[config.mk]
export PLATFORM = sky130hd
export DESIGN_NAME = fir_out_formatter
export DESIGN_NICKNAME = d
export VERILOG_FILES = /design/src/rtl/fir_out_formatter.sv
export SDC_FILE = /design/constraint.sdc
export NUM_CORES = 1
export LEC_CHECK = 0
export CAP_MARGIN = 40
export CORE_MARGIN = 1.5
export CORE_UTILIZATION = 50
export CTS_BUF_LIST = sky130_fd_sc_hd__clkbuf_4 sky130_fd_sc_hd__clkbuf_8
export DETAILED_ROUTE_END_ITERATION = 12
export PLACE_DENSITY = 0.71
export SKIP_CTS_REPAIR_TIMING = 1
export SYNTH_ARGS = -nofsm -noshare
export SYNTH_HDL_FRONTEND = slang
export SYNTH_SLANG_ARGS = --single-unit
[constraint.sdc]
create_clock -name clk -period 6.1 [get_ports clk]
set_clock_uncertainty 0.2 [all_clocks]
set_input_delay 1.22 -clock clk [delete_from_list [all_inputs] [get_ports clk]]
set_output_delay 1.22 -clock clk [all_outputs]
set_load 0.005 [all_outputs]
[src/rtl/fir_out_formatter.sv]
// Output formatter for the horizontal FIR stage: tags each accepted pixel
// with frame position markers (sof/eol/eof) and buffers it in a small FIFO
// toward the downstream consumer.
module fir_out_formatter #(
    parameter int DATA_WIDTH = 8,
    parameter int LINE_CNT   = 12,
    parameter int FIFO_DEPTH = 4
) (
    input  logic                  clk,
    input  logic                  rst_n,
    input  logic                  ce_i,
    input  logic                  valid_i,
    input  logic [DATA_WIDTH-1:0] data_i,
    output logic                  ready_o,
    input  logic [LINE_CNT-1:0]   h_size_i,
    input  logic [LINE_CNT-1:0]   v_size_i,
    output logic                  valid_o,
    input  logic                  ready_i,
    output logic [DATA_WIDTH-1:0] data_o,
    output logic                  sof_o,
    output logic                  eol_o,
    output logic                  eof_o,
    output logic                  ovf_o,
    output logic                  busy_o
);

    localparam int PW = $clog2(FIFO_DEPTH);
    localparam int EW = DATA_WIDTH + 3;

    typedef enum logic {IDLE, RUN} state_t;

    state_t                state_q, state_d;
    logic [LINE_CNT-1:0]   x_q, x_d, y_q, y_d;
    logic [LINE_CNT-1:0]   h_lat_q, v_lat_q;
    logic [PW:0]           wr_ptr_q, rd_ptr_q;
    logic                  ovf_q;
    logic                  rdy_en_q;
    logic [EW-1:0]         mem_q [FIFO_DEPTH];

    logic                  full, empty, accept, pop;
    logic [LINE_CNT-1:0]   h_eff, v_eff, h_last, v_last;
    logic                  sof, eol, eof;
    logic [EW-1:0]         head;

    // Pointers carry one extra wrap bit so full and empty are distinguishable.
    assign empty  = (wr_ptr_q == rd_ptr_q);
    assign full   = (wr_ptr_q[PW] != rd_ptr_q[PW]) &&
                    (wr_ptr_q[PW-1:0] == rd_ptr_q[PW-1:0]);

    // rdy_en_q keeps ready_o low for the first cycle after reset.
    assign ready_o = ce_i && !full && rdy_en_q;
    assign accept  = ce_i && valid_i && ready_o;
    assign pop     = valid_o && ready_i;

    // Sizes follow the inputs until a frame starts, then stay frozen.
    assign h_eff  = (state_q == IDLE) ? h_size_i : h_lat_q;
    assign v_eff  = (state_q == IDLE) ? v_size_i : v_lat_q;
    assign h_last = (h_eff == '0) ? '0 : h_eff - LINE_CNT'(1);
    assign v_last = (v_eff == '0) ? '0 : v_eff - LINE_CNT'(1);

    assign sof = (x_q == '0) && (y_q == '0);
    assign eol = (x_q == h_last);
    assign eof = eol && (y_q == v_last);

    assign head    = mem_q[rd_ptr_q[PW-1:0]];
    assign valid_o = !empty;
    assign data_o  = valid_o ? head[DATA_WIDTH-1:0] : '0;
    assign sof_o   = valid_o && head[DATA_WIDTH];
    assign eol_o   = valid_o && head[DATA_WIDTH+1];
    assign eof_o   = valid_o && head[DATA_WIDTH+2];
    assign ovf_o   = ovf_q;
    assign busy_o  = (state_q == RUN) || !empty;

    // Frame FSM: enter RUN on a frame start that is not also the frame end.
    always_comb begin
        state_d = state_q;
        case (state_q)
            IDLE:    if (accept && sof && !eof) state_d = RUN;
            RUN:     if (accept && eof)         state_d = IDLE;
            default: state_d = IDLE;
        endcase
    end

    // Raster position: x wraps at line end, y wraps at frame end.
    always_comb begin
        x_d = x_q;
        y_d = y_q;
        if (accept) begin
            if (eol) begin
                x_d = '0;
                y_d = eof ? '0 : y_q + LINE_CNT'(1);
            end else begin
                x_d = x_q + LINE_CNT'(1);
            end
        end
    end

    // Control state; ce_i low flushes the frame and the FIFO.
    always_ff @(posedge clk) begin
        if (!rst_n) begin
            state_q  <= IDLE;
            x_q      <= '0;
            y_q      <= '0;
            h_lat_q  <= '0;
            v_lat_q  <= '0;
            wr_ptr_q <= '0;
            rd_ptr_q <= '0;
            ovf_q    <= 1'b0;
        end else if (!ce_i) begin
            state_q  <= IDLE;
            x_q      <= '0;
            y_q      <= '0;
            wr_ptr_q <= '0;
            rd_ptr_q <= '0;
            ovf_q    <= 1'b0;
        end else begin
            state_q <= state_d;
            x_q     <= x_d;
            y_q     <= y_d;
            if (accept)
                wr_ptr_q <= wr_ptr_q + (PW+1)'(1);
            if (pop)
                rd_ptr_q <= rd_ptr_q + (PW+1)'(1);
            if (valid_i && full)
                ovf_q <= 1'b1;
            if (accept && state_q == IDLE) begin
                h_lat_q <= h_size_i;
                v_lat_q <= v_size_i;
            end
        end
    end

    // Ready enable comes up one cycle after reset is released.
    always_ff @(posedge clk) begin
        if (!rst_n)
            rdy_en_q <= 1'b0;
        else
            rdy_en_q <= 1'b1;
    end

    // FIFO storage of {eof, eol, sof, data}; contents are qualified by the pointers.
    always_ff @(posedge clk) begin
        if (accept)
            mem_q[wr_ptr_q[PW-1:0]] <= {eof, eol, sof, data_i};
    end

endmodule

==> out/qor.txt <==
Final hold violation count: 0
Seq/Total Area, Yosys: 0.429
Top_reg_cell synth: dfxtp_1
Power Density: 196 nW/um^2
Reg2Reg Setup Slack: 1410 ps
RSZ-0062 raised after global routing: false
Layout area overhead: 13.8%
Crit path required time: 6200 ps
Placed Cells: 738
Bufs on Longest Clock Path: 2
Setup violations, final: 0
Critical Path AT: 5200 ps
Largest net degree at the start of global routing: 28
Num rows: 39
Post-Syn Area: 5830 sq um
Core area: 11400 sq um
Skew-Pair Late Insertion Delay: 390 ps
Residual DRC count: 0
Synth Net Count: 613
Port Buffers: 51
Initial Util: 0.511
Share of layout cells above drive strength 1: 0.0884
Synth cell types: 66
Worst slew pin tran: 820 ps
Core Util, Final: 0.581
DRT iter0 DRCs: 257
Worst Setup End Kind: flop
Largest cells by area after synthesis: edfxtp_1, dfxtp_1, mux2i_1
Die area: 12300 sq um
TNS Setup: 0 ps
Vias in the first global route: 4388
Maximum vdd drop: 0.000175 V
HPWL Detailed: 9110 microns
Relative slew slack: 0.448
Path type of the worst min-delay path: reg -> reg
Top-area cell type share of the netlist area: 0.227
Worst R2R End: y_q[1]
Nets: 654
Dpl ws: 638 ps
Non-Filler Instances: 754
H-tree depth: 3
Critical path fanouts, max: 17
Clock transition at path regs: 110 ps
Vias: 4396
Critical R2R Launch: state_q
CTS tree: done
Leading area contributor after synthesis: edfxtp_1
Length of the first detailed-routing pass in iterations: 5
CTS root buf: clkbuf_8
Gpl congestion: 0.834
Final wirelength: 12400 microns
ANT cells: 0
Outcome: finished clean
Total power: 1.30 mW
Syn avg cell area: 10.3 sq um
Flops & latches, synth: 103
Maxcap violations: 0
Die width: 111 microns
Final WS setup: 1000 ps
Post-synth EDFFs: 44
CP Launch Point: h_size_i[0]
Final Critical Period: 5100 ps
CP endpoint: y_q[5]
Post-detailed-route count of antenna-violating nets: 0
Synth async-reset ratio: 0
Grt ovf: 0
Fmax: 196 MHz
First-pass GRT wire length: 21000 microns
Initial antenna violation count: 0
CTS buffer count: 9
Synth Instances: 565
Final period util: 0.836
IO Count: 52
Startpoint Class: input pin
Worst setup path class: in -> reg
YS warnings: 0
CTS sink count: 103
Final Slew Violations: 0
GR Util All Layers: 0.211
Average wire per cell in the routed design: 16.4 microns
DR vias/cell: 5.83
Die Ht: 111 microns
Cells on worst reg2reg path: 13
Leak pwr: 2.17 nW
## area by class of cell
class                      count  area (sq um)
clock buffer                   9           124
fill                         991          4780
sequential                   103          2500
timing repair buffer          57           556
tap                          143           179
inverter                      10          37.5
clock inverter                 7          73.8
multi-input combinational    425          3160
## critical path: stages
cell	delay, ps
clkdlybuf4s50_1	430
mux2_2	300
inv_1	70
ha_1	200
nor4b_4	230
nor2_1	160
or4_4	590
o21a_1	200
or4_4	470
or4_4	610
nand2b_1	360
o41ai_2	350
## per-stage QoR
| step | hold WS (ps) | instance area, sq um |
|---|---|---|
| floorplan | 265 | 5830 |
| global placement | 262 | 6440 |
| detailed placement | 285 | 6440 |
| CTS | 312 | 6640 |
| global route | 344 | 6640 |
| finish | 307 | 6640 |
## Yosys cell counts (8+ instances only)
master	n
and2_1	15
inv_1	10
o21ai_0	8
nand4_1	8
edfxtp_1	44
dfxtp_1	59
xnor2_1	23
xor2_1	20
and3_1	12
mux2i_1	52
a21oi_1	17
nor4_1	12
nor3b_1	9
nor2_1	49
nand2_1	36
mux4_2	11
nand3_1	13
clkbuf_1	17
ha_1	11
nor2b_1	28
o22ai_1	9
nor3_1	13
## cells in the final DEF, fill, tap and decap left out, types with 3 or more instances in the layout
| cell | synthesis | routed |
|---|---|---|
| mux2i_1 | 52 | 52 |
| o22ai_1 | 9 | 9 |
| clkinv_4 | 0 | 3 |
| xnor2_1 | 23 | 23 |
| dfxtp_1 | 59 | 58 |
| nor3b_1 | 9 | 9 |
| o31ai_1 | 6 | 6 |
| mux4_2 | 11 | 11 |
| nor4b_1 | 5 | 5 |
| nor4_1 | 12 | 12 |
| ha_1 | 11 | 11 |
| nor2_1 | 49 | 48 |
| and2_1 | 15 | 15 |
| xor2_1 | 20 | 20 |
| o21ai_0 | 8 | 8 |
| or2_2 | 3 | 3 |
| nor3_1 | 13 | 13 |
| clkdlybuf4s50_1 | 0 | 51 |
| or4_1 | 6 | 6 |
| a31oi_1 | 3 | 3 |
| or4_4 | 3 | 3 |
| clkbuf_8 | 0 | 9 |
| edfxtp_1 | 44 | 44 |
| buf_4 | 0 | 6 |
| nor2b_1 | 28 | 28 |
| nand3_1 | 13 | 13 |
| nand4_1 | 8 | 8 |
| a21oi_1 | 17 | 17 |
| inv_1 | 10 | 10 |
| nand2_1 | 36 | 36 |
| a32oi_1 | 6 | 6 |
| and3_1 | 12 | 12 |
## cell families after synthesis
logic type,synth area share
simple gates,0.223
fa+ha+maj,0.0236
xor+xnor,0.0685
compound gates,0.0921
buf+inv,0.0285
mux,0.136
flops,0.429
## power breakdown
part	total, mW	internal (mW)	leakage (nW)	switching, mW
Clock	0.430	0.161	0.101	0.269
Sequential	0.733	0.725	0.873	0.00824
Combinational	0.140	0.0704	1.19	0.0696
Total	1.30	0.957	2.17	0.346
## how the worst min path moves through the flow
stage | cells after the start | from | endpoint | slack [ps]
detailed placement | 2 | ovf_o | ovf_o | 280
floorplan | 2 | ovf_o | ovf_o | 260
CTS | 2 | ovf_o | ovf_o | 310
finish | 2 | ovf_o | ovf_o | 310
global route | 2 | ovf_o | ovf_o | 340
global placement | 2 | ovf_o | ovf_o | 260
## per-layer routing
| layer | wire length, microns | up-vias | part of all wire | GRT usage |
|---|---|---|---|---|
| met3 | 525 | 14 | 0.042 | 0.0481 |
| li1 | - | 2171 | - | - |
| met5 | 0 | - | 0 | 0 |
| met2 | 5970 | 114 | 0.48 | 0.361 |
| met4 | 150 | 0 | 0.012 | 0.0521 |
| met1 | 5720 | 2097 | 0.46 | 0.270 |
## registers in the layout (all words and copies together), names as in the netlist, 3 cells and up, named ones only
signal and cells:
mem_q 44, h_lat_q 12, v_lat_q 12, x_q 12, y_q 12, rd_ptr_q 3
wr_ptr_q 3
Power figures use the tool's default switching activity.
